## src/rtl/adder_err_pkg.sv

```systemverilog
// Shared types, default widths and the saturating-add helpers for the
// approximate-adder error-evaluation engine.
package adder_err_pkg;

   // Campaign control states
   typedef enum logic [1:0] {
      ST_IDLE = 2'd0,
      ST_RUN  = 2'd1,
      ST_DONE = 2'd2
   } state_e;

   // Default widths: operand, sample counter, absolute-error accumulator
   localparam int OPW_D  = 6;
   localparam int CNTW_D = 16;
   localparam int ACCW_D = 32;

   // All-ones limit of a w-bit accumulator (w in 1..64), carried in 65 bits
   function automatic logic [64:0] sat_lim(input int unsigned w);
      return (65'd1 << w) - 65'd1;
   endfunction

   // Saturating add of two w-bit values held zero-extended in 64 bits;
   // the caller truncates the result back to w bits.
   function automatic logic [63:0] sat_add(input logic [63:0] a,
                                           input logic [63:0] b,
                                           input int unsigned w);
      logic [64:0] sum;
      logic [64:0] lim;
      sum = {1'b0, a} + {1'b0, b};
      lim = sat_lim(w);
      if (sum > lim) begin
         return lim[63:0];
      end else begin
         return sum[63:0];
      end
   endfunction

   // Companion of sat_add: high when the w-bit sum would exceed all-ones
   function automatic logic add_ovf(input logic [63:0] a,
                                    input logic [63:0] b,
                                    input int unsigned w);
      logic [64:0] sum;
      sum = {1'b0, a} + {1'b0, b};
      return (sum > sat_lim(w));
   endfunction

endpackage

```

## src/rtl/adder_err_diff.sv

```systemverilog
// Combinational front end: exact OPW+1-bit sum of the operands, absolute
// distance to the approximate sum and a mismatch flag.
module adder_err_diff
   import adder_err_pkg::*;
#(
   parameter int OPW = OPW_D
) (
   input  logic [OPW-1:0] op_a_i,
   input  logic [OPW-1:0] op_b_i,
   input  logic [OPW:0]   approx_sum_i,
   output logic [OPW:0]   abs_err_o,
   output logic           mismatch_o
);

   logic [OPW:0] exact_s;

   // Exact sum keeps the carry-out, so it can never truncate
   always_comb begin
      exact_s = {1'b0, op_a_i} + {1'b0, op_b_i};
   end

   // Absolute difference without a signed intermediate
   always_comb begin
      if (exact_s >= approx_sum_i) begin
         abs_err_o = exact_s - approx_sum_i;
      end else begin
         abs_err_o = approx_sum_i - exact_s;
      end
      mismatch_o = (exact_s != approx_sum_i);
   end

endmodule

```

## src/rtl/adder_err_eval.sv

```systemverilog
// Streaming error-evaluation engine for approximate adders. Samples pass a
// 2-stage pipeline (difference capture, statistics update) at one per clock.
// Optional macro ADDER_ERR_EVAL_SQ_EN adds a saturating sum of squared error;
// without it sum_sq_err is tied to zero and no multiplier exists.
module adder_err_eval
   import adder_err_pkg::*;
#(
   parameter int OPW  = OPW_D,
   parameter int CNTW = CNTW_D,
   parameter int ACCW = ACCW_D
) (
   input  logic              clk,
   input  logic              rst_n,
   input  logic              start,
   input  logic [CNTW-1:0]   num_samples,
   input  logic              in_valid,
   output logic              in_ready,
   input  logic [OPW-1:0]    op_a,
   input  logic [OPW-1:0]    op_b,
   input  logic [OPW:0]      approx_sum,
   output logic              busy,
   output logic              done,
   output logic [CNTW-1:0]   sample_count,
   output logic [CNTW-1:0]   err_count,
   output logic [ACCW-1:0]   sum_abs_err,
   output logic [OPW:0]      max_abs_err,
   output logic              acc_ovf,
   output logic [2*ACCW-1:0] sum_sq_err
);

   localparam logic [CNTW-1:0] CNT_ZERO = {CNTW{1'b0}};
   localparam logic [CNTW-1:0] CNT_ONE  = {{(CNTW-1){1'b0}}, 1'b1};
   localparam logic [ACCW-1:0] ACC_ZERO = {ACCW{1'b0}};
   localparam logic [OPW:0]    ERR_ZERO = {(OPW+1){1'b0}};

   state_e          state_q;
   logic [CNTW-1:0] num_q;
   logic [CNTW-1:0] accepted_q;
   logic [CNTW-1:0] accepted_d;
   logic [CNTW-1:0] sample_count_q;
   logic [CNTW-1:0] err_count_q;
   logic [ACCW-1:0] sum_abs_q;
   logic [ACCW-1:0] sum_abs_d;
   logic [OPW:0]    max_abs_q;
   logic [OPW:0]    max_abs_d;
   logic            acc_ovf_q;
   logic            busy_q;
   logic            done_q;
   logic            in_ready_q;

   logic            s1_valid_q;
   logic [OPW:0]    s1_abs_q;
   logic            s1_mis_q;

   logic            xfer_s;
   logic [OPW:0]    abs_err_s;
   logic            mismatch_s;
   logic            abs_sat_s;
   logic            sq_sat_s;

`ifdef ADDER_ERR_EVAL_SQ_EN
   localparam logic [2*ACCW-1:0] SQ_ZERO = {(2*ACCW){1'b0}};
   logic [2*ACCW-1:0] sum_sq_q;
   logic [2*ACCW-1:0] sum_sq_d;
   logic [2*OPW+1:0]  sq_s;
`endif

   assign xfer_s = in_valid && in_ready_q;

   adder_err_diff #(
      .OPW (OPW)
   ) u_diff (
      .op_a_i       (op_a),
      .op_b_i       (op_b),
      .approx_sum_i (approx_sum),
      .abs_err_o    (abs_err_s),
      .mismatch_o   (mismatch_s)
   );

   // Next values of the acceptance counter and the stage-2 accumulators
   always_comb begin
      if (xfer_s) begin
         accepted_d = accepted_q + CNT_ONE;
      end else begin
         accepted_d = accepted_q;
      end
      sum_abs_d = ACCW'(sat_add(64'(sum_abs_q), 64'(s1_abs_q), ACCW));
      abs_sat_s = add_ovf(64'(sum_abs_q), 64'(s1_abs_q), ACCW);
      if (s1_abs_q > max_abs_q) begin
         max_abs_d = s1_abs_q;
      end else begin
         max_abs_d = max_abs_q;
      end
   end

`ifdef ADDER_ERR_EVAL_SQ_EN
   // Squared error of the stage-1 sample and its saturating accumulation
   always_comb begin
      sq_s     = {{(OPW+1){1'b0}}, s1_abs_q} * {{(OPW+1){1'b0}}, s1_abs_q};
      sum_sq_d = (2*ACCW)'(sat_add(64'(sum_sq_q), 64'(sq_s), 2*ACCW));
      sq_sat_s = add_ovf(64'(sum_sq_q), 64'(sq_s), 2*ACCW);
   end
`else
   // No squared-error path: nothing can saturate there
   always_comb begin
      sq_sat_s = 1'b0;
   end
`endif

   // Campaign FSM, stage-1 capture and stage-2 statistics update
   always_ff @(posedge clk or negedge rst_n) begin
      if (!rst_n) begin
         state_q        <= ST_IDLE;
         num_q          <= CNT_ZERO;
         accepted_q     <= CNT_ZERO;
         sample_count_q <= CNT_ZERO;
         err_count_q    <= CNT_ZERO;
         sum_abs_q      <= ACC_ZERO;
         max_abs_q      <= ERR_ZERO;
         acc_ovf_q      <= 1'b0;
         busy_q         <= 1'b0;
         done_q         <= 1'b0;
         in_ready_q     <= 1'b0;
         s1_valid_q     <= 1'b0;
         s1_abs_q       <= ERR_ZERO;
         s1_mis_q       <= 1'b0;
`ifdef ADDER_ERR_EVAL_SQ_EN
         sum_sq_q       <= SQ_ZERO;
`endif
      end else begin
         s1_valid_q <= xfer_s;
         if (xfer_s) begin
            s1_abs_q <= abs_err_s;
            s1_mis_q <= mismatch_s;
         end
         case (state_q)
            ST_IDLE, ST_DONE: begin
               if (start) begin
                  num_q          <= num_samples;
                  accepted_q     <= CNT_ZERO;
                  sample_count_q <= CNT_ZERO;
                  err_count_q    <= CNT_ZERO;
                  sum_abs_q      <= ACC_ZERO;
                  max_abs_q      <= ERR_ZERO;
                  acc_ovf_q      <= 1'b0;
`ifdef ADDER_ERR_EVAL_SQ_EN
                  sum_sq_q       <= SQ_ZERO;
`endif
                  // An empty campaign completes at once and never runs
                  if (num_samples == CNT_ZERO) begin
                     state_q    <= ST_DONE;
                     busy_q     <= 1'b0;
                     done_q     <= 1'b1;
                     in_ready_q <= 1'b0;
                  end else begin
                     state_q    <= ST_RUN;
                     busy_q     <= 1'b1;
                     done_q     <= 1'b0;
                     in_ready_q <= 1'b1;
                  end
               end
            end
            ST_RUN: begin
               accepted_q <= accepted_d;
               if (s1_valid_q) begin
                  sample_count_q <= sample_count_q + CNT_ONE;
                  if (s1_mis_q) begin
                     err_count_q <= err_count_q + CNT_ONE;
                  end
                  sum_abs_q <= sum_abs_d;
                  max_abs_q <= max_abs_d;
                  acc_ovf_q <= acc_ovf_q | abs_sat_s | sq_sat_s;
`ifdef ADDER_ERR_EVAL_SQ_EN
                  sum_sq_q  <= sum_sq_d;
`endif
               end
               // All samples retired once the stage-2 count reaches the target
               if (sample_count_q == num_q) begin
                  state_q    <= ST_DONE;
                  busy_q     <= 1'b0;
                  done_q     <= 1'b1;
                  in_ready_q <= 1'b0;
               end else begin
                  in_ready_q <= (accepted_d < num_q);
               end
            end
            default: begin
               state_q    <= ST_IDLE;
               busy_q     <= 1'b0;
               done_q     <= 1'b0;
               in_ready_q <= 1'b0;
            end
         endcase
      end
   end

   assign in_ready     = in_ready_q;
   assign busy         = busy_q;
   assign done         = done_q;
   assign sample_count = sample_count_q;
   assign err_count    = err_count_q;
   assign sum_abs_err  = sum_abs_q;
   assign max_abs_err  = max_abs_q;
   assign acc_ovf      = acc_ovf_q;
`ifdef ADDER_ERR_EVAL_SQ_EN
   assign sum_sq_err   = sum_sq_q;
`else
   assign sum_sq_err   = {(2*ACCW){1'b0}};
`endif

endmodule

```

## config.mk

```make
export PLATFORM = sky130hd
export DESIGN_NAME = adder_err_eval
export DESIGN_NICKNAME = d
export VERILOG_FILES = /design/src/rtl/adder_err_pkg.sv /design/src/rtl/adder_err_diff.sv /design/src/rtl/adder_err_eval.sv
export SDC_FILE = /design/constraint.sdc
export NUM_CORES = 1
export LEC_CHECK = 0
export CAP_MARGIN = 20
export CORE_ASPECT_RATIO = 2
export CORE_UTILIZATION = 46
export DETAILED_ROUTE_END_ITERATION = 6
export PLACE_DENSITY = 0.74
export SETUP_SLACK_MARGIN = 0.15
export SYNTH_ARGS = -nofsm -noshare
export SYNTH_HDL_FRONTEND = slang
export SYNTH_SLANG_ARGS = --single-unit
```

## constraint.sdc

```tcl
create_clock -name clk -period 3 [get_ports clk]
set_input_delay 0.9 -clock clk [delete_from_list [all_inputs] [get_ports clk]]
set_output_delay 0.9 -clock clk [all_outputs]
set_load 0.01 [all_outputs]
```

== Word-level counts from Yosys, hierarchy flattened ==
Index checks and enable logic that the tools add are counted.

* Register bits: 118
* Input bits: 39
* Output and inout bits: 139

* Add/sub/neg operators: 7
* $lt $le $gt $ge: 4
* Equal/unequal tests: 9
* Mux-type cells: 34
* Bitwise gates (word level): 1
* Reductions and logical operators: 11

{| class="wikitable"
|+ Operators by type and width
! cell !! number
|-
| 32-bit 2-to-1 mux || 3
|-
| 16-bit case mux with 2 select lines || 3
|-
| 16-bit 2-to-1 mux || 5
|-
| 32-bit case mux with 2 select lines || 1
|-
| 16-bit by 1-bit adder with 16-bit output, second input constant || 3
|-
| 32-bit by 7-bit adder with 33-bit output || 1
|-
| 33-bit by 32-bit > comparator with 1-bit output, second input constant || 1
|-
| 7-bit 2-to-1 mux || 4
|-
| 16-bit == test || 1
|-
| 16-bit logical NOT || 1
|-
| 16-bit < comparator || 1
|-
| 7-bit case mux with 2 select lines || 1
|-
| 7-bit subtractor || 2
|-
| 2-bit inequality test, second input constant || 5
|-
| 1-bit 2-to-1 mux || 9
|-
| 1-bit case mux with 2 select lines || 4
|-
| 4-bit AND reduction || 2
|-
| 6-bit by 6-bit adder with 7-bit output || 1
|-
| 7-bit >= comparator || 1
|-
| 7-bit > comparator || 1
|-
| 7-bit inequality test || 1
|-
| 2-bit 2-to-1 mux || 3
|-
| 2-bit AND reduction || 3
|-
| 2-bit case mux with 2 select lines || 1
|-
| 8 further kinds || 8
|}

== Longest topological paths before layout ==
Gate-level depths: netlist of the first run.

* Word-level depth: 5
* Gate-level depth with buffers: 15
* Depth with buffers taken out: 15

== Hierarchy ==
Synthesis of the first run repeated with hierarchy kept, for this count alone.

* Cells, all modules: 872
* Area, all modules: 7751.2 um2

{| class="wikitable"
|+ By module, submodules not included
! module !! times used !! cells an instance !! area an instance (um2) !! seq. area each (um2)
|-
| adder_err_eval || 1 || 777 || 6986.7 || 2902.8
|-
| adder_err_diff || 1 || 95 || 764.5 || 0.0
|}

== Worst setup path before layout of the first run ==
Ideal clock, no wire load.

* Path type: input-to-reg
* From: input port op_a[0]
* To: register s1_abs_q[3]
* Setup time: 131 ps
* Arrival: 3392 ps
* Data required time: 2869 ps
* Setup slack: -523 ps
* Cell stages on the path: 15
* Path buffers: 0
* Path through: ha_1 > fa_1 > a21oi_1 > nor2_1 > nor2_1 > nor2b_1 > o21ai_0 > nand2b_1 > ha_1 > a21oi_1 > o21ai_0 > nor2_2 > mux2i_1 > xor2_1 > o21ai_0

* Cells in the longest elaborated chain, start to end: 3
* Elaborated cells on any way between the ends: 5
* Classes of those cells: add/sub: 3; order compare: 1; mux: 1

{| class="wikitable"
|+ RTL lines
! item !! RTL line !! RTL
|-
| start, declared || adder_err_eval.sv:18 || <nowiki>input logic [OPW-1:0] op_a,</nowiki>
|-
| 6-bit by 6-bit adder with 7-bit output (*) || adder_err_diff.sv:19 || <nowiki>exact_s = {1'b0, op_a_i} + {1'b0, op_b_i};</nowiki>
|-
| 7-bit subtractor, or another cell as far along || adder_err_diff.sv:27 || <nowiki>abs_err_o = approx_sum_i - exact_s;</nowiki>
|-
| 7-bit 2-to-1 mux (*) || adder_err_diff.sv:24 || <nowiki>if (exact_s >= approx_sum_i) begin</nowiki>
|-
| end signal, assigned || adder_err_eval.sv:133 || <nowiki>s1_abs_q <= abs_err_s;</nowiki>
|-
| end, declared || adder_err_eval.sv:52 || <nowiki>logic [OPW:0] s1_abs_q;</nowiki>
|}

Mark *: on every way between the ends. The rest lies on a longest branch, timed or not.
A chain may end at the register's enable or synchronous reset.

== Worst setup path after layout of the first run ==
* From: input port op_b[0]
* To: register s1_abs_q[2]

* Cells in the longest elaborated chain, start to end: 3
* Elaborated cells on any way between the ends: 5
* Classes of those cells: add/sub: 3; order compare: 1; mux: 1

{| class="wikitable"
|+ RTL lines
! item !! RTL line !! RTL
|-
| start, declared || adder_err_eval.sv:19 || <nowiki>input logic [OPW-1:0] op_b,</nowiki>
|-
| 6-bit by 6-bit adder with 7-bit output (*) || adder_err_diff.sv:19 ||
|-
| 7-bit subtractor, or another cell as far along || adder_err_diff.sv:27 ||
|-
| 7-bit 2-to-1 mux (*) || adder_err_diff.sv:24 ||
|}

Marks and branches as above.

==> reports/results.txt, run 1 <==
mean area per synthesized cell -> 8.900 um2
ant diodes -> 0
Yosys reg bits -> 116
dpl hpwl -> 14.81 mm
DR pass1 iterations -> 4
max cap viols -> 0
FMAX -> 328.6 MHz
largest family of logic cells by synthesized area -> simple AND/OR/NAND/NOR gates
first-pass GRT wire length -> 32.77 mm
die area -> 17640 um2
most instantiated library cell after synthesis -> dfrtp_1
final instance area -> 10280 um2
vias -> 7018
Crit Reg-Reg Endpoint -> in_ready$_DFFE_PN0P_
clock sinks -> 116
largest area contributor in the netlist -> dfrtp_1
Worst path max stage delay -> 0.36 ns
Syn Inst Count -> 883
setup repair after global routing missed its margin -> true
IO buf count -> 113
Max Fanout on Critical Path -> 4
Core Util, Final -> 0.6130
setup ws final -> -0.04355 ns
crit path launch type -> primary input
final hold violation count -> 0
placed cell count -> 1243
status -> finished, violations left
drc violations -> 0
slew of the pin with the lowest slew margin -> 0.8823 ns
Post-DRT Antenna Nets -> 0
Post-Synth Adder-Cell Area -> 0.09139
post-synthesis compound-gate area fraction -> 0.1463
Overflow after GRT -> 0
Setup crit end kind -> flop
Inserted Clock Buffers -> 17
I/O pin total -> 178
Buf/Inv on CP -> 2
Async SR Flop Fraction -> 1.000
crit-path cells -> buf_6 > ha_4 > fa_2 > a21oi_2 > nor2_1 > nor2_2 > nor2b_1 > o21ai_1 > nand2b_1 > ha_4 > nand4_1 > a31oi_1 > nor2_2 > buf_6 > mux2i_2 > xor2_1 > o21ai_1
Area contributors post-synth -> dfrtp_1 37%, ha_1 8.1%, buf_4 6.3%
Die H -> 186.8 um
Post-Route WL -> 20.10 mm
Post-Layout Cell Count -> 1284
Crit path max-delay family -> adder cells
P&R area growth vs syn -> 30.78%
initial antenna violation count -> 0
Crit Path Category -> in -> reg
Clock Pin Slew Worst Setup and Hold Paths -> 0.06 ns
synth warn -> 0
total power per unit cell area -> 692.9 nW/um2
fin crit period -> 3.044 ns
drt first-iter violations -> 367
Relative slew margins -> 0.4097
placed instance area -> 9484 um2
Via density -> 5.466
final setup vio count -> 5
Top FF cell, synth -> dfrtp_1
final cycle utilization of the critical path -> 1.015
Slowest cell on crit path -> fa_2
share of cells above drive strength 1 -> 0.1560
final estimated routing congestion in global placement -> 0.8353
Post-synth EDFFs -> 0
Die W -> 94.43 um
HP Class -> in -> async
cts hold-fix bufs -> 0
worst reg2reg startpoint -> accepted_q[0]$_DFFE_PN0P_
PnR Total Power -> 7.122 mW
mux share of post-synthesis cell area -> 0.01815
synthesized area -> 7859 um2
CTS tree -> built
Wirelength per Cell -> 15.65 um
number of H-tree levels -> 4
Root Buffer Master -> clkbuf_16
Commonest cells post-synth -> 116 x dfrtp_1, 114 x nand2_1, 66 x buf_4, 66 x o21ai_0, 52 x nor2_1
net count reported at finish -> 1158
Arrival @ worst endpoint -> 3.35 ns
Synth top area share -> 0.3694
flop2flop setup slack -> 0.25 ns
CP endpoint -> s1_abs_q[2]$_DFFE_PN0P_
Final Slew Violations -> 0
Tot GR Track Use -> 0.2371
VDD IR max -> 0.0003677 V
cell depth of the worst setup path -> 17
dpl ws -> -0.9748 ns
failing checks -> negative setup slack
vias in the first global route -> 7091
Rows -> 67
Post-Synth XOR/XNOR Area -> 0.08024
Seq/Total Area, Yosys -> 0.3694
Starting Density -> 0.4687
CP Launch Point -> op_b[0]
pin count of the biggest net entering global routing -> 106
number of distinct library cells after synthesis -> 69
Synth Area in Simple Gates -> 0.1912
Worst Reg2Reg Path Length in Cells -> 11
CTS Buffer Depth -> 2
core area -> 16770 um2
Skew-Pair Late Insertion Delay -> 0.43 ns
Worst Path Required -> 3.31 ns
Leak -> 4.954 nW
skew final -> 0.01105 ns
cell usage in the layout, fill, tap and decap left out, drive strengths merged, types with 6 or more instances in the layout:
master         count
o211ai            14
o21ai             70
conb              64
clkbuf            18
a31oi             10
nor2              53
nor4              13
a21o              11
o31ai              6
nand3             42
mux2i             12
clkdlybuf4s50    104
nand2            115
xor2              51
and3              21
xnor2             21
inv               49
ha                51
dfrtp            116
a21oi             32
nor3               7
nor2b              8
nand4             19
buf               87
power breakdown:
part	switching, mW	internal (mW)
clock network	0.787	1.31
registers	0.334	1.85
logic	1.58	1.26
routing by layer:
layer	global-route usage	vias up	share of wire	routed length, um
met5	0	-	0	0
met3	0.04431	73	0.047	946
met1	0.2392	3366	0.36	7269
met4	0.1284	0	0.045	896
met2	0.4404	256	0.55	10990
li1	-	3323	-	-
cell families (layout without fill, tap and decap cells):
logic type	Yosys count	after routing
AO/OA/AOI/OAI	180	180
XOR/XNOR	72	72
adder cells (fa/ha/maj)	55	55
buffers and inverters	143	274
flip-flops	116	116
multiplexers	14	14
other	1	64
AND/OR/NAND/NOR	302	302
how the worst min path moves through the flow:
| stage | startpoint | end | slack, ns |
|---|---|---|---|
| final | rst_n | sample_count[15]$_DFFE_PN0P_ | 0.31 |
| after global routing | rst_n | sample_count[14]$_DFFE_PN0P_ | 0.32 |
| after global placement | acc_ovf$_DFFE_PN0P_ | acc_ovf$_DFFE_PN0P_ | 0.50 |
| after CTS | rst_n | accepted_q[15]$_DFFE_PN0P_ | 0.31 |
| after detailed placement | acc_ovf$_DFFE_PN0P_ | acc_ovf$_DFFE_PN0P_ | 0.50 |
| after floorplan | s1_mis_q$_DFFE_PN0P_ | s1_mis_q$_DFFE_PN0P_ | 0.46 |
what timing repair did:
item                                   CTS  global route
setup endpoints to repair                8            10
gates resized for setup                 36            22
buffers inserted                         3             6
pin swaps                               21            25
endpoints found under the hold margin    0             0
gates cloned                             0             0
stage by stage:
| stage | setup TNS, ns | hold slack (ns) |
|---|---|---|
| after floorplan | -1.359 | 0.4603 |
| after global placement | -6.354 | 0.4951 |
| after detailed placement | -6.962 | 0.4989 |
| after CTS | -0.2499 | 0.3093 |
| after global routing | -1.383 | 0.3183 |
| final | -0.1130 | 0.3128 |
sequential cells by signal (all words and copies together) (netlist names):
signal / count
sum_abs_err: 32
accepted_q: 16
err_count: 16
num_q: 16
sample_count: 16
max_abs_err: 7
s1_abs_q: 7
acc_ovf: 1
busy: 1
in_ready: 1
s1_mis_q: 1
s1_valid_q: 1
state_q: 1
cell type report:
cell class	instances	area, um2
repair buffers	195	1754
multi-input cells	687	4576
well taps	207	259.0
flip-flops and latches	116	2905
clock buffers	17	425.4
inverters	47	176.4
fillers	1415	6489
clock inverters	15	181.4
(Power assumes the default switching activity.)
==> run 2: changes to the inputs <==
CORE_UTILIZATION = 28   (was 46)
PLACE_DENSITY = default   (was 0.74)
==> run 2 against run 1 <==
Net effect: the run still ends with negative setup slack left; first-iteration DRC count decreased by 14%; largest cell class unchanged; die area increased by 63%; final area increased by 2.2%; sequential power about the same; total power increased by 1.9%; setup slack got worse by 0.033 ns; combinational power increased by 1%; clock skew decreased by 0.0026 ns.
==> reports/results.txt, run 2 (same netlist as run 1, synthesis figures left out) <==
cts hold-fix bufs -> 0 (unchanged)
most common cell after layout, fill and taps aside -> nand2_1 (was dfrtp_1)
DR pass1 iterations -> 4 (unchanged)
Die H -> 238.9 um (was 186.8 um)
CP Launch Point -> op_b[1] (was op_b[0])
first-pass GRT wire length -> 34.71 mm (was 32.77 mm)
placed instance area -> 9625 um2 (was 9484 um2)
Inserted Clock Buffers -> 17 (unchanged)
final estimated routing congestion in global placement -> 0.7944 (was 0.8353)
ant diodes -> 0 (unchanged)
setup ws final -> -0.07705 ns (was -0.04355 ns)
max reg flops -> 32 (unchanged)
Setup crit end kind -> flop (unchanged)
flop2flop setup slack -> 0.21 ns (was 0.25 ns)
skew final -> 0.008417 ns (was 0.01105 ns)
HP Class -> in -> async (unchanged)
Post-DRT Antenna Nets -> 0 (unchanged)
final setup vio count -> 5 (unchanged)
Worst Reg2Reg Path Length in Cells -> 10 (was 11)
fin crit period -> 3.077 ns (was 3.044 ns)
number of H-tree levels -> 4 (unchanged)
total negative setup slack -> -0.2612 ns (was -0.1130 ns)
P_sw -> 2.732 mW (was 2.703 mW)
share of cells above drive strength 1 -> 0.1567 (was 0.1560)
Wirelength per Cell -> 15.48 um (was 15.65 um)
CTS tree -> built (unchanged)
FMAX -> 325.0 MHz (was 328.6 MHz)
CTS Buffer Depth -> 2 (unchanged)
Clock Pin Slew Worst Setup and Hold Paths -> 0.05 ns (was 0.06 ns)
VDD IR max -> 0.0006147 V (was 0.0003677 V)
Root Buffer Master -> clkbuf_16 (unchanged)
P&R area growth vs syn -> 33.71% (was 30.78%)
Post-Layout Cell Count -> 1424 (was 1284)
most frequent cells in the layout -> 113 x nand2_1, 112 x dfrtp_1, 103 x clkdlybuf4s50_1 (was 114 x dfrtp_1, 113 x nand2_1, 104 x clkdlybuf4s50_1)
drt first-iter violations -> 317 (was 367)
Leak -> 4.983 nW (was 4.954 nW)
Crit Reg-Reg Endpoint -> in_ready$_DFFE_PN0P_ (unchanged)
Crit Path Category -> in -> reg (unchanged)
Die W -> 120.5 um (was 94.43 um)
Tot GR Track Use -> 0.1564 (was 0.2371)
Flop pwr share -> 0.304 (was 0.307)
total power per unit cell area -> 690.7 nW/um2 (was 692.9 nW/um2)
core area -> 27550 um2 (was 16770 um2)
final instance area -> 10510 um2 (was 10280 um2)
vias -> 6904 (was 7018)
Starting Density -> 0.2853 (was 0.4687)
Via density -> 4.848 (was 5.466)
status -> finished, violations left (unchanged)
dpl hpwl -> 16.88 mm (was 14.81 mm)
Int Power -> 4.526 mW (was 4.419 mW)
failing checks -> negative setup slack (unchanged)
crit path launch type -> primary input (unchanged)
worst reg2reg startpoint -> accepted_q[5]$_DFFE_PN0P_ (was accepted_q[0]$_DFFE_PN0P_)
final hold violation count -> 0 (unchanged)
net count reported at finish -> 1154 (was 1158)
Post-Route WL -> 22.05 mm (was 20.10 mm)
vias in the first global route -> 6779 (was 7091)
clock group share of total power -> 0.299 (was 0.294)
Relative slew margins -> 0.3563 (was 0.4097)
Skew-Pair Late Insertion Delay -> 0.43 ns (about the same)
IO buf count -> 113 (unchanged)
final cycle utilization of the critical path -> 1.026 (was 1.015)
slew of the pin with the lowest slew margin -> 0.9620 ns (was 0.8823 ns)
Final Slew Violations -> 0 (unchanged)
max cap viols -> 0 (unchanged)
die area -> 28780 um2 (was 17640 um2)
Worst Path Required -> 3.31 ns (about the same)
placed cell count -> 1381 (was 1243)
Rows -> 86 (was 67)
drc violations -> 0 (unchanged)
Fillers -> 2837 (was 1415)
dpl ws -> -0.9689 ns (was -0.9748 ns)
Combinational Power Share -> 0.397 (was 0.399)
clock sinks -> 116 (unchanged)
initial antenna violation count -> 0 (unchanged)
Core Util, Final -> 0.3815 (was 0.6130)
Max Fanout on Critical Path -> 3 (was 4)
setup repair after global routing missed its margin -> true (unchanged)
Arrival @ worst endpoint -> 3.39 ns (was 3.35 ns)
switching share of power -> 0.3764 (was 0.3795)
pin count of the biggest net entering global routing -> 46 (was 106)
I/O pin total -> 178 (unchanged)
Overflow after GRT -> 0 (unchanged)
## run 2: changes by cell type in the layout (fill, tap and decap cells not counted), sizes merged
cell,previous run,this run
clkdlybuf4s15,0,1
dlygate4sd2,3,4
clkinvlp,5,2
buf,87,83
bufinv,3,4
clkinv,5,4
clkdlybuf4s50,104,103
inv,49,47
clkbuf,18,21
## run 2: worst max-delay path, stage by stage
cell and delay, ns:
clkdlybuf4s15_1 0.20, ha_1 0.28, a21o_1 0.17, a21oi_2 0.14
o21bai_1 0.08, a21oi_1 0.15, xnor2_1 0.17, ha_1 0.30
nand4_1 0.14, a31oi_1 0.06, nor2_2 0.18, buf_6 0.15
mux2i_1 0.22, xor2_1 0.17, o21ai_1 0.07
## run 2: power by group through the flow
stage / sequential, mW / combinational, mW / clock, mW
6_report: 2.21 / 2.88 / 2.17
5_1_grt: 2.25 / 3.20 / 2.26
4_1_cts: 2.21 / 2.86 / 2.21
3_5_place_dp: 2.23 / 2.79 / 0
3_3_place_gp: 2.23 / 2.74 / 0
2_1_floorplan: 2.15 / 1.78 / 0
## run 2: how the worst max path moves through the flow
| stage | slack, ns | cells past startpoint | endpoint |
|---|---|---|---|
| 2_1_floorplan | -0.28 | 15 | s1_abs_q[2]$_DFFE_PN0P_ |
| 3_3_place_gp | -0.90 | 17 | s1_abs_q[2]$_DFFE_PN0P_ |
| 3_5_place_dp | -0.97 | 17 | s1_abs_q[2]$_DFFE_PN0P_ |
| 4_1_cts | -0.06 | 16 | s1_abs_q[2]$_DFFE_PN0P_ |
| 5_1_grt | -0.27 | 17 | s1_abs_q[2]$_DFFE_PN0P_ |
| 6_report | -0.08 | 15 | s1_abs_q[6]$_DFFE_PN0P_ |
## run 2: layer usage
layer  vias up  part of all wire  track usage
li1       3319                 -            -
met2       212              0.57       0.3029
met5         -                 0            0
met1      3322              0.35       0.1481
met3        51             0.042      0.03125
met4         0             0.045      0.09128
## run 2: repair_timing
item	in CTS	in global routing
pin swaps	31	22
resized for setup	41	23
buffers inserted	6	6
endpoints found under the setup margin	8	8
## run 2: area by class of cell
type / instances / area (um2) / area share
clock inverter: 10 / 155.1 / 0.01477
tap: 352 / 440.4 / 0.04191
sequential: 116 / 2908 / 0.2767
multi-input combinational: 687 / 4619 / 0.4396
timing repair buffer: 191 / 1748 / 0.1663
clock buffer: 21 / 460.4 / 0.04382
inverter: 47 / 176.4 / 0.01679
## run 2: metrics by stage
| stage | hold slack (ns) | total power, mW |
|---|---|---|
| 3_3_place_gp | 0.4984 | 4.963 |
| 3_5_place_dp | 0.4993 | 5.023 |
| 5_1_grt | 0.3825 | 7.709 |
| 4_1_cts | 0.3643 | 7.285 |
| 6_report | 0.3763 | 7.258 |
| 2_1_floorplan | 0.4603 | 3.926 |
==> run 3: changes to the inputs <==
DONT_BUFFER_PORTS = 1   (was default)
==> run 3 against run 2 <==
Net effect: the flow now finishes without violations; die area is the same; non-clock buffer count shrank 125; register-to-register slack is essentially flat; critical path depth is the same; global-route usage shrank 0.23 points; worst hold slack lost 0.21 ns; setup slack gained 0.15 ns; largest cell class unchanged; highest routed layer unchanged.
==> reports/results.txt, run 3 (same netlist as run 1, synthesis figures left out) <==
status -> completed (was finished, violations left)
Via density -> 4.965 (was 4.848)
slew of the pin with the lowest slew margin -> 0.6618 ns (was 0.9620 ns)
PnR Total Power -> 6.845 mW (was 7.258 mW)
Flop pwr share -> 0.328 (was 0.304)
crit path launch type -> primary input (unchanged)
Combinational Power Share -> 0.354 (was 0.397)
die area -> 28780 um2 (unchanged)
M1 GR Usage -> 0.1374 (was 0.1481)
total negative setup slack -> 0 ns (was -0.2612 ns)
Inserted Clock Buffers -> 17 (unchanged)
IO buf count -> 0 (was 113)
Slowest cell on crit path -> fa_2 (was ha_1)
Buf/Inv on CP -> 0 (was 2)
Tot GR Track Use -> 0.1541 (was 0.1564)
FMAX -> 342.0 MHz (was 325.0 MHz)
Die W -> 120.5 um (unchanged)
Starting Density -> 0.2853 (unchanged)
vias in the first global route -> 6765 (was 6779)
clock group share of total power -> 0.317 (was 0.299)
I/O pin total -> 178 (unchanged)
Max Fanout on Critical Path -> 6 (was 3)
HP Class -> in -> async (unchanged)
dpl hpwl -> 16.44 mm (was 16.88 mm)
most frequent cells in the layout -> 115 x dfrtp_1, 113 x nand2_1, 66 x buf_4 (was 113 x nand2_1, 112 x dfrtp_1, 103 x clkdlybuf4s50_1)
Arrival @ worst endpoint -> 3.23 ns (was 3.39 ns)
CTS Buffer Depth -> 2 (unchanged)
Skew-Pair Late Insertion Delay -> 0.42 ns (was 0.43 ns)
CTS tree -> built (unchanged)
final setup vio count -> 0 (was 5)
number of H-tree levels -> 4 (unchanged)
Clock Pin Slew Worst Setup and Hold Paths -> 0.06 ns (was 0.05 ns)
Core Util, Final -> 0.3318 (was 0.3815)
placed instance area -> 8442 um2 (was 9625 um2)
Root Buffer Master -> clkbuf_16 (unchanged)
net count reported at finish -> 1029 (was 1154)
grt met2 use -> 0.2973 (was 0.3029)
Int Power -> 4.250 mW (was 4.526 mW)
switching share of power -> 0.3791 (was 0.3764)
Fillers -> 2853 (was 2837)
drt first-iter violations -> 201 (was 317)
skew final -> 0.004946 ns (was 0.008417 ns)
final instance area -> 9140 um2 (was 10510 um2)
ant diodes -> 0 (unchanged)
initial antenna violation count -> 0 (unchanged)
Die H -> 238.9 um (unchanged)
first-pass GRT wire length -> 34.07 mm (was 34.71 mm)
cts hold-fix bufs -> 0 (unchanged)
Rows -> 86 (unchanged)
final estimated routing congestion in global placement -> 0.8364 (was 0.7944)
Seq. cell area -> 2904 um2 (was 2908 um2)
vias -> 6449 (was 6904)
P_sw -> 2.595 mW (was 2.732 mW)
total power per unit cell area -> 748.9 nW/um2 (was 690.7 nW/um2)
Relative slew margins -> 0.5588 (was 0.3563)
Setup crit end kind -> flop (unchanged)
final cycle utilization of the critical path -> 0.9746 (was 1.026)
Worst path max stage delay -> 0.35 ns (was 0.30 ns)
Post-Route WL -> 21.43 mm (was 22.05 mm)
fin crit period -> 2.924 ns (was 3.077 ns)
share of cells above drive strength 1 -> 0.1404 (was 0.1567)
Wirelength per Cell -> 16.50 um (was 15.48 um)
Worst Path Required -> 3.31 ns (about the same)
max cap viols -> 0 (unchanged)
drc violations -> 0 (unchanged)
Crit path max-delay family -> adder cells (was compound AO/OA/AOI/OAI gates)
VDD IR max -> 0.0004721 V (was 0.0006147 V)
final hold violation count -> 0 (unchanged)
Final Slew Violations -> 0 (unchanged)
setup repair after global routing missed its margin -> true (unchanged)
DR pass1 iterations -> 5 (was 4)
P&R area growth vs syn -> 16.30% (was 33.71%)
pin count of the biggest net entering global routing -> 117 (was 46)
Overflow after GRT -> 0 (unchanged)
clock sinks -> 116 (unchanged)
most common cell after layout, fill and taps aside -> dfrtp_1 (was nand2_1)
Crit Path Category -> in -> reg (unchanged)
gr busiest metal -> met2 (unchanged)
Post-DRT Antenna Nets -> 0 (unchanged)
core area -> 27550 um2 (unchanged)
crit-path cells -> ha_4 > fa_2 > a21oi_2 > nor2_1 > nor2_1 > nor2b_1 > o21ai_1 > nand2b_1 > ha_4 > nand4_1 > a31oi_2 > nor2_4 > mux2i_1 > xor2_1 > o21ai_1 (was clkdlybuf4s15_1 > ha_1 > a21o_1 > a21oi_2 > o21bai_1 > a21oi_1 > xnor2_1 > ha_1 > nand4_1 > a31oi_1 > nor2_2 > buf_6 > mux2i_1 > xor2_1 > o21ai_1)
max reg flops -> 32 (unchanged)
Leak -> 4.488 nW (was 4.983 nW)
M3 GR Usage -> 0.04175 (was 0.03125)
multi-input logic area -> 4508 um2 (was 4619 um2)
run 3: changes by cell type in the layout (fill, tap and decap cells not counted), moves of 3 or more:
| cell | previous run | this run |
|---|---|---|
| dfrtp_2 | 4 | 1 |
| nand3_1 | 37 | 40 |
| buf_4 | 73 | 66 |
| o21ai_1 | 11 | 8 |
| xnor2_1 | 17 | 20 |
| clkdlybuf4s50_1 | 103 | 0 |
| dfrtp_1 | 112 | 115 |
| xnor2_2 | 4 | 1 |
| dlygate4sd2_1 | 4 | 0 |
| buf_6 | 7 | 0 |
run 3: cell type report:
cell class,count,share of cell area
Clock buffer,21,0.05038
Clock inverter,10,0.01697
Inverter,47,0.01930
Multi-Input combinational cell,687,0.4932
Sequential cell,116,0.3177
Tap cell,352,0.04819
Timing Repair Buffer,66,0.05421
run 3: power by group through the flow:
stage               registers, mW  logic [mW]  clock network, mW
floorplan                    2.15        1.78                  0
global placement             2.27        2.36                  0
detailed placement           2.28        2.40                  0
CTS                          2.26        2.45               2.22
global route                 2.30        2.74               2.29
finish                       2.25        2.43               2.17
run 3: worst paths after layout:
check	to	startpoint	slack, ns	depth (start not counted)
setup reg to reg	in_ready$_DFFE_PN0P_	accepted_q[5]$_DFFE_PN0P_	0.20	10
hold / removal	sample_count[10]$_DFFE_PN0P_	rst_n	0.17	0
setup / recovery	s1_abs_q[2]$_DFFE_PN0P_	op_a[0]	0.08	15
hold reg to reg	accepted_q[15]$_DFFE_PN0P_	accepted_q[15]$_DFFE_PN0P_	0.52	1
max in group asynchronous	sum_abs_err[24]$_DFFE_PN0P_	rst_n	2.53	0
min in group clk	accepted_q[15]$_DFFE_PN0P_	accepted_q[15]$_DFFE_PN0P_	0.52	1
run 3: through the flow:
stage / hold slack (ns) / cells / setup WS (ns)
floorplan: 0.4603 / 946 / -0.2793
global placement: 0.5014 / 1264 / -0.4220
detailed placement: 0.5052 / 1264 / -0.5149
CTS: 0.1466 / 1298 / 0.08573
global route: 0.1477 / 1299 / -0.08394
finish: 0.1654 / 1299 / 0.07627
run 3: repair_timing:
item                                    4_1_cts  5_1_grt
buffers inserted                              3        1
pin swaps                                    11        5
resized for setup                             9        3
endpoints found under the setup margin        7        8
run 3: per-layer routing:
layer / part of all wire / wire [um]
met1: 0.34 / 7215
met2: 0.55 / 11840
met3: 0.059 / 1268
met4: 0.052 / 1110
met5: 0 / 0
